**config.mk**
```make
export PLATFORM = sky130hd
export DESIGN_NAME = pq_sort_ctrl_flat
export DESIGN_NICKNAME = d
export VERILOG_FILES = /design/src/rtl/pq_sort_ctrl_if.sv /design/src/rtl/pq_sort_ctrl.sv /design/src/flat_wrapper.sv
export SDC_FILE = /design/constraint.sdc
export NUM_CORES = 1
export LEC_CHECK = 0
export ABC_AREA = 1
export BUFFER_PORTS_ARGS = -buffer_cell sky130_fd_sc_hd__buf_2
export CAP_MARGIN = 40
export CORE_UTILIZATION = 54
export DETAILED_ROUTE_END_ITERATION = 16
export PLACE_DENSITY = 0.86
export REMOVE_ABC_BUFFERS = 1
export SYNTH_ARGS = -nofsm -noshare
export SYNTH_HDL_FRONTEND = slang
export SYNTH_SLANG_ARGS = --single-unit
```
**constraint.sdc**
```tcl
create_clock -name clk -period 3.8 [get_ports clk]
set_input_delay 0.57 -clock clk [delete_from_list [all_inputs] [get_ports clk]]
set_output_delay 0.57 -clock clk [all_outputs]
set_load 0.03 [all_outputs]
```
**src/rtl/pq_sort_ctrl_if.sv**
```systemverilog
// Client handshake, status and storage-port bundle for the QuickQ sort controller.
interface pq_sort_ctrl_if #(
  parameter int unsigned DEPTH  = 16,
  parameter int unsigned KEY_W  = 16,
  parameter int unsigned DATA_W = 16
);
  localparam int unsigned AW = (DEPTH > 1) ? $clog2(DEPTH) : 1;
  localparam int unsigned CW = $clog2(DEPTH + 1);
  localparam int unsigned EW = KEY_W + DATA_W;

  // client push side
  logic              push_valid;
  logic [KEY_W-1:0]  push_key;
  logic [DATA_W-1:0] push_data;
  logic              push_ready;
  // client pop side
  logic              pop_valid;
  logic              pop_ready;
  logic [KEY_W-1:0]  head_key;
  logic [DATA_W-1:0] head_data;
  logic              head_valid;
  // control and status
  logic              flush;
  logic [CW-1:0]     count;
  logic              full;
  logic              empty;
  logic              busy;
  // storage array port
  logic [AW-1:0]     mem_raddr;
  logic [EW-1:0]     mem_rdata;
  logic              mem_we;
  logic [AW-1:0]     mem_waddr;
  logic [EW-1:0]     mem_wdata;

  // Controller side
  modport slave (
    input  push_valid, push_key, push_data, pop_valid, flush, mem_rdata,
    output push_ready, pop_ready, head_key, head_data, head_valid,
           count, full, empty, busy, mem_raddr, mem_we, mem_waddr, mem_wdata
  );

  // Client / storage side
  modport master (
    output push_valid, push_key, push_data, pop_valid, flush, mem_rdata,
    input  push_ready, pop_ready, head_key, head_data, head_valid,
           count, full, empty, busy, mem_raddr, mem_we, mem_waddr, mem_wdata
  );
endinterface

```
**src/rtl/pq_sort_ctrl.sv**
```systemverilog
// Sorted-array priority queue controller: insertion by compare/shift, O(1) pop, flush.
// Entries live at addr 0..count-1 in ascending priority; addr count-1 is the head.
module pq_sort_ctrl #(
  parameter int unsigned DEPTH  = 16,
  parameter int unsigned KEY_W  = 16,
  parameter int unsigned DATA_W = 16,
  parameter int unsigned MODE   = 0
) (
  input  logic          clk,
  input  logic          rst,
  pq_sort_ctrl_if.slave bus
);
  localparam int unsigned AW = (DEPTH > 1) ? $clog2(DEPTH) : 1;
  localparam int unsigned CW = $clog2(DEPTH + 1);
  localparam int unsigned EW = KEY_W + DATA_W;

  localparam logic [1:0] StIdle  = 2'd0;
  localparam logic [1:0] StCmp   = 2'd1;
  localparam logic [1:0] StShift = 2'd2;
  localparam logic [1:0] StPlace = 2'd3;

  localparam logic [CW-1:0] CntOne = CW'(1);
  localparam logic [AW-1:0] IdxOne = AW'(1);

  logic [1:0]        state_q, state_d;
  logic [CW-1:0]     count_q, count_d;
  logic [AW-1:0]     idx_q, idx_d;
  logic [KEY_W-1:0]  key_q, key_d;
  logic [DATA_W-1:0] data_q, data_d;
  logic [EW-1:0]     rd_q, rd_d;

  logic              idle, is_empty, is_full;
  logic              pop_fire, push_fire, beats;
  logic [CW-1:0]     cnt_m1;
  logic [AW-1:0]     idx_m1;
  logic [KEY_W-1:0]  rd_key;

  assign idle     = (state_q == StIdle);
  assign is_empty = (count_q == '0);
  assign is_full  = (count_q == CW'(DEPTH));
  assign cnt_m1   = count_q - CntOne;
  assign idx_m1   = idx_q - IdxOne;
  assign rd_key   = bus.mem_rdata[EW-1:DATA_W];
  // Strict unsigned compare: equal keys never beat, so the newer entry lands below (FIFO ties).
  assign beats    = (MODE == 0) ? (key_q < rd_key) : (key_q > rd_key);

  // Pop outranks push in the same cycle; flush blocks both.
  assign bus.pop_ready  = idle & ~is_empty & ~bus.flush;
  assign bus.push_ready = idle & ~is_full & ~bus.pop_valid & ~bus.flush;
  assign pop_fire       = bus.pop_valid & bus.pop_ready;
  assign push_fire      = bus.push_valid & bus.push_ready;

  assign bus.head_valid = idle & ~is_empty;
  assign bus.head_key   = bus.mem_rdata[EW-1:DATA_W];
  assign bus.head_data  = bus.mem_rdata[DATA_W-1:0];
  assign bus.count      = count_q;
  assign bus.full       = is_full;
  assign bus.empty      = is_empty;
  assign bus.busy       = ~idle;

  // Storage port: head read in IDLE, neighbour read in CMP, writes only in SHIFT/PLACE.
  always_comb begin
    bus.mem_raddr = '0;
    bus.mem_we    = 1'b0;
    bus.mem_waddr = '0;
    bus.mem_wdata = '0;
    unique case (state_q)
      StIdle:  if (!is_empty) bus.mem_raddr = cnt_m1[AW-1:0];
      StCmp:   bus.mem_raddr = idx_m1;
      StShift: begin
        bus.mem_we    = 1'b1;
        bus.mem_waddr = idx_q;
        bus.mem_wdata = rd_q;
      end
      StPlace: begin
        bus.mem_we    = 1'b1;
        bus.mem_waddr = idx_q;
        bus.mem_wdata = {key_q, data_q};
      end
      default: ;
    endcase
  end

  // Next-state: insertion walks idx down from count, shifting until the new key beats a neighbour.
  always_comb begin
    state_d = state_q;
    count_d = count_q;
    idx_d   = idx_q;
    key_d   = key_q;
    data_d  = data_q;
    rd_d    = rd_q;
    case (state_q)
      StIdle: begin
        if (pop_fire) begin
          count_d = cnt_m1;
        end else if (push_fire) begin
          key_d   = bus.push_key;
          data_d  = bus.push_data;
          idx_d   = count_q[AW-1:0];
          state_d = is_empty ? StPlace : StCmp;
        end
      end
      StCmp: begin
        rd_d    = bus.mem_rdata;
        state_d = beats ? StPlace : StShift;
      end
      StShift: begin
        idx_d   = idx_m1;
        state_d = (idx_m1 == '0) ? StPlace : StCmp;
      end
      StPlace: begin
        count_d = count_q + CntOne;
        state_d = StIdle;
      end
      default: state_d = StIdle;
    endcase
    // Flush aborts any insert in progress before its PLACE.
    if (bus.flush) begin
      state_d = StIdle;
      count_d = '0;
    end
  end

  // State registers with asynchronous active-low reset.
  always_ff @(posedge clk or negedge rst) begin
    if (!rst) begin
      state_q <= StIdle;
      count_q <= '0;
      idx_q   <= '0;
      key_q   <= '0;
      data_q  <= '0;
      rd_q    <= '0;
    end else begin
      state_q <= state_d;
      count_q <= count_d;
      idx_q   <= idx_d;
      key_q   <= key_d;
      data_q  <= data_d;
      rd_q    <= rd_d;
    end
  end
endmodule
```
**src/flat_wrapper.sv**
```systemverilog
// flat-port wrapper written by rule: the top's interface ports become plain ports
module pq_sort_ctrl_flat 
#(
  parameter int unsigned DEPTH  = 16,
  parameter int unsigned KEY_W  = 16,
  parameter int unsigned DATA_W = 16,
  parameter int unsigned MODE   = 0
)
  (clk, rst, bus_push_valid, bus_push_key, bus_push_data, bus_pop_valid, bus_flush, bus_mem_rdata, bus_push_ready, bus_pop_ready, bus_head_key, bus_head_data, bus_head_valid, bus_count, bus_full, bus_empty, bus_busy, bus_mem_raddr, bus_mem_we, bus_mem_waddr, bus_mem_wdata);
  pq_sort_ctrl_if #(.DEPTH(DEPTH), .KEY_W(KEY_W), .DATA_W(DATA_W)) bus_i ();
  input  logic clk;
  input  logic rst;
  input wire logic [$bits(bus_i.push_valid)-1:0] bus_push_valid;
  input wire logic [$bits(bus_i.push_key)-1:0] bus_push_key;
  input wire logic [$bits(bus_i.push_data)-1:0] bus_push_data;
  input wire logic [$bits(bus_i.pop_valid)-1:0] bus_pop_valid;
  input wire logic [$bits(bus_i.flush)-1:0] bus_flush;
  input wire logic [$bits(bus_i.mem_rdata)-1:0] bus_mem_rdata;
  output wire logic [$bits(bus_i.push_ready)-1:0] bus_push_ready;
  output wire logic [$bits(bus_i.pop_ready)-1:0] bus_pop_ready;
  output wire logic [$bits(bus_i.head_key)-1:0] bus_head_key;
  output wire logic [$bits(bus_i.head_data)-1:0] bus_head_data;
  output wire logic [$bits(bus_i.head_valid)-1:0] bus_head_valid;
  output wire logic [$bits(bus_i.count)-1:0] bus_count;
  output wire logic [$bits(bus_i.full)-1:0] bus_full;
  output wire logic [$bits(bus_i.empty)-1:0] bus_empty;
  output wire logic [$bits(bus_i.busy)-1:0] bus_busy;
  output wire logic [$bits(bus_i.mem_raddr)-1:0] bus_mem_raddr;
  output wire logic [$bits(bus_i.mem_we)-1:0] bus_mem_we;
  output wire logic [$bits(bus_i.mem_waddr)-1:0] bus_mem_waddr;
  output wire logic [$bits(bus_i.mem_wdata)-1:0] bus_mem_wdata;
  assign bus_i.push_valid = bus_push_valid;
  assign bus_i.push_key = bus_push_key;
  assign bus_i.push_data = bus_push_data;
  assign bus_i.pop_valid = bus_pop_valid;
  assign bus_i.flush = bus_flush;
  assign bus_i.mem_rdata = bus_mem_rdata;
  assign bus_push_ready = bus_i.push_ready;
  assign bus_pop_ready = bus_i.pop_ready;
  assign bus_head_key = bus_i.head_key;
  assign bus_head_data = bus_i.head_data;
  assign bus_head_valid = bus_i.head_valid;
  assign bus_count = bus_i.count;
  assign bus_full = bus_i.full;
  assign bus_empty = bus_i.empty;
  assign bus_busy = bus_i.busy;
  assign bus_mem_raddr = bus_i.mem_raddr;
  assign bus_mem_we = bus_i.mem_we;
  assign bus_mem_waddr = bus_i.mem_waddr;
  assign bus_mem_wdata = bus_i.mem_wdata;
  pq_sort_ctrl #(.DEPTH(DEPTH), .KEY_W(KEY_W), .DATA_W(DATA_W), .MODE(MODE)) u_core (.clk(clk), .rst(rst), .bus(bus_i));
endmodule
```
==> flow_metrics.env <==
export IMPL_coreArea_sq_um=7690
export IMPL_netSwitchingFraction_pct=43.4
export IMPL_seqPwrFrac_pct=35.4
export IMPL_start_util_pct=55.6
export IMPL_area_growth_pct=18.5
export IMPL_cts_tree="built"
export IMPL_antennaDiodeCount=0
export IMPL_pwr_density_cell_nw_per_um2=839
export IMPL_routed_wl_um=9360
export IMPL_leakage_nw=2.82
export IMPL_yosys_warnings=0
export IMPL_grt_ovfl_total=0
export IMPL_peakVddDrop_v=0.000397
export IMPL_ctsLongestPathBuffers=2
export IMPL_fin_crit_ns=3.03
export IMPL_crit_required_ns=3.23
export IMPL_h_tree_depth=3
export IMPL_cts_resized=0
export IMPL_rsz0062_at_grt="false"
export IMPL_fp_dieW_um=91.0
export IMPL_numCtsBuffers=9
export IMPL_root_buffer="clkbuf_8"
export IMPL_crit_arrival_ns=2.46
export IMPL_antenna_left=0
export IMPL_p_switching_mw=1.85
export IMPL_synth_top_cell_by_area="dfrtp_1"
export IMPL_postCtsSetupBuffers=0
export IMPL_path_class="reg2out"
export IMPL_clkLatencyLatePin_ns=0.34
export IMPL_synth_area_leaders="dfrtp_1 44%, mux2_4 9.5%, a22o_1 6.3%"
export IMPL_drtIter0Drc=170
export IMPL_place_congestion=0.896
export IMPL_nNetsFinal=620
export IMPL_min_path_type="in2async"
export IMPL_setup_viol=0
export IMPL_antenna_found_initial=0
export IMPL_start_kind="flop"
export IMPL_period_share_pct=79.7
export IMPL_worst_pin_slew_ns=0.726
export IMPL_p_comb_share_pct=50.0
export IMPL_endpoint_kind="primary output"
export IMPL_post_route_cells_drive_above_1_share_pct=42.5
export IMPL_syn_area_sq_um=4280
export IMPL_clkTransAtPathRegs_ns=0.08
export IMPL_synth_distinct_cells=32
export IMPL_route_detailed_drc=0
export IMPL_drt_first_pass_iters=6
export IMPL_fin_skew_ns=0.0156
export IMPL_synth_area_per_cell_sq_um=10.3
export IMPL_synth_cells=415
export IMPL_synth_top_area_share_pct=43.9
export IMPL_ys_ff_latch=75
export IMPL_groute_usage_overall_pct=23.6
export IMPL_rows=32
export IMPL_critPathMaxFanout=18
export IMPL_tns_ns=0
export IMPL_max_freq_ghz=0.330
export IMPL_run_status="finished clean"
export IMPL_grt_pass1_wl_um=15500
export IMPL_cts_num_sinks=75
export IMPL_hold_ws_ns=0.169
export IMPL_n_fill_cell=635
export IMPL_io_buffers=152
export IMPL_avgRoutedWirePerCell_um=14.7
export IMPL_grt_max_degree=48
export IMPL_postCtsHoldBufs=0
export IMPL_dp_hpwl_um=6790
export IMPL_ios=153
export IMPL_setup_ws_ns=0.770
export IMPL_die_area_sq_um=8280
export IMPL_maxSlewViolCount=0
export IMPL_die_y_um=91.0
export IMPL_dp_worst_setup_slack_ns=1.13
export IMPL_p_clk_share_pct=14.7
export IMPL_vias_per_cell=5.25
export IMPL_p_int_mw=2.41
export IMPL_maxCapViolCount=0
export IMPL_grt_pass1_vias=3309
export IMPL_slew_limit_headroom_pct=51.6
export IMPL_vias=3352
export IMPL_hold_viol=0
export IMPL_ys_seq_area_share_pct=43.9
-- sequential cells by signal, indices dropped and copies added, names as in the netlist --
signal / count
u_core.data_q: 16
u_core.rd_q: 32
u_core.bus.count: 5
u_core.state_q: 2
u_core.idx_q: 4
u_core.key_q: 16
-- cell families (layout without fill, tap and decap cells) --
group,count (synthesis),count (layout),share of synthesized area (%)
AO/OA/AOI/OAI,81,81,12.8
XOR/XNOR,6,6,1.23
adder cells (fa/ha/maj),20,20,5.85
buffers and inverters,92,213,11.7
flip-flops,75,75,43.9
multiplexers,48,48,15.0
AND/OR/NAND/NOR,93,93,9.56
-- power groups by stage --
stage                     clock (mW)  combinational [mW]  sequential (mW)
final                          0.624                2.13             1.50
after global routing           0.669                2.34             1.55
after CTS                      0.638                2.14             1.50
after detailed placement           0                2.13             1.51
after global placement             0                2.07             1.49
after floorplan                    0                1.54             1.47
-- layer usage --
layer | global-route usage, % | routed length [um] | part of all wire, %
met5 | 0 | 0 | 0
met4 | 7.41 | 124 | 1.3
met3 | 5.53 | 665 | 7.1
met2 | 39.2 | 4430 | 47
met1 | 30.7 | 4130 | 44
-- area by class of cell --
class / count / area (sq um) / share of cell area, %
clock buffer: 12 / 155 / 3.06
tap: 102 / 128 / 2.52
clock inverter: 4 / 48.8 / 0.962
inverter: 41 / 154 / 3.04
timing repair buffer: 156 / 806 / 15.9
sequential: 75 / 1880 / 37.0
multi-input combinational: 248 / 1900 / 37.5
-- placed cells by master, fill, tap and decap left out, drive strengths merged --
cell / synthesis / layout
clkbuf: 11 / 12
nand2: 65 / 65
o22ai: 4 / 4
nor2: 13 / 13
o21a: 2 / 2
clkinv: 1 / 4
o21bai: 1 / 1
nand4: 1 / 1
nor3: 3 / 3
nand3: 10 / 10
a22o: 31 / 31
mux2: 48 / 48
buf: 40 / 156
dfrtp: 75 / 75
xnor2: 3 / 3
o21ai: 30 / 30
inv: 40 / 40
xor2: 3 / 3
a21oi: 13 / 13
ha: 20 / 20
nor4: 1 / 1
bufinv: 0 / 1
-- per-stage QoR --
| stage | util, % | instance area [sq um] | std cells | power (mW) |
|---|---|---|---|---|
| final | 66.0 | 5070 | 638 | 4.25 |
| after global routing | 66.0 | 5070 | 638 | 4.56 |
| after CTS | 66.0 | 5070 | 638 | 4.28 |
| after detailed placement | 63.3 | 4870 | 622 | 3.64 |
| after global placement | 63.0 | 4850 | 621 | 3.56 |
| after floorplan | - | 3930 | 364 | 3.00 |
-- worst max-delay path, cell delays in order, from the launching register on --
cell	delay (ns)
dfrtp_1	0.55
nand2_1	0.29
inv_1	0.50
buf_4	0.37
a22o_1	0.20
buf_2	0.20
-- synthesized netlist by cell type --
library cell / instances
xor2_1: 3
nor2_1: 10
a22o_1: 31
nor2_4: 1
o21ai_0: 30
nor3_1: 2
nor2_2: 2
o21a_1: 2
clkbuf_1: 10
dfrtp_1: 75
buf_4: 32
o21bai_1: 1
xnor2_1: 3
clkbuf_2: 1
inv_2: 1
a21oi_1: 12
mux2_2: 21
o22ai_1: 4
nor4_1: 1
nand2_1: 64
clkinv_1: 1
buf_2: 4
nand4_1: 1
nand3_4: 1
nand3_1: 9
nor3_4: 1
mux2_4: 27
ha_1: 20
nand2_2: 1
a21oi_4: 1
buf_6: 4
inv_1: 39
-- final timing paths --
kind	end	slack (ns)	startpoint	depth (start not counted)
max	bus_mem_wdata[7]	0.77	u_core.state_q[1]	5
min	u_core.rd_q[26]	0.17	rst	1
max reg2reg	u_core.idx_q[1]	1.51	u_core.bus.count[0]	6
min reg2reg	u_core.rd_q[26]	0.49	u_core.rd_q[26]	2
max in group asynchronous	u_core.data_q[5]	3.06	rst	2
min in group clk	u_core.data_q[3]	0.46	bus_push_data[3]	2
(Power assumes the default switching activity.)
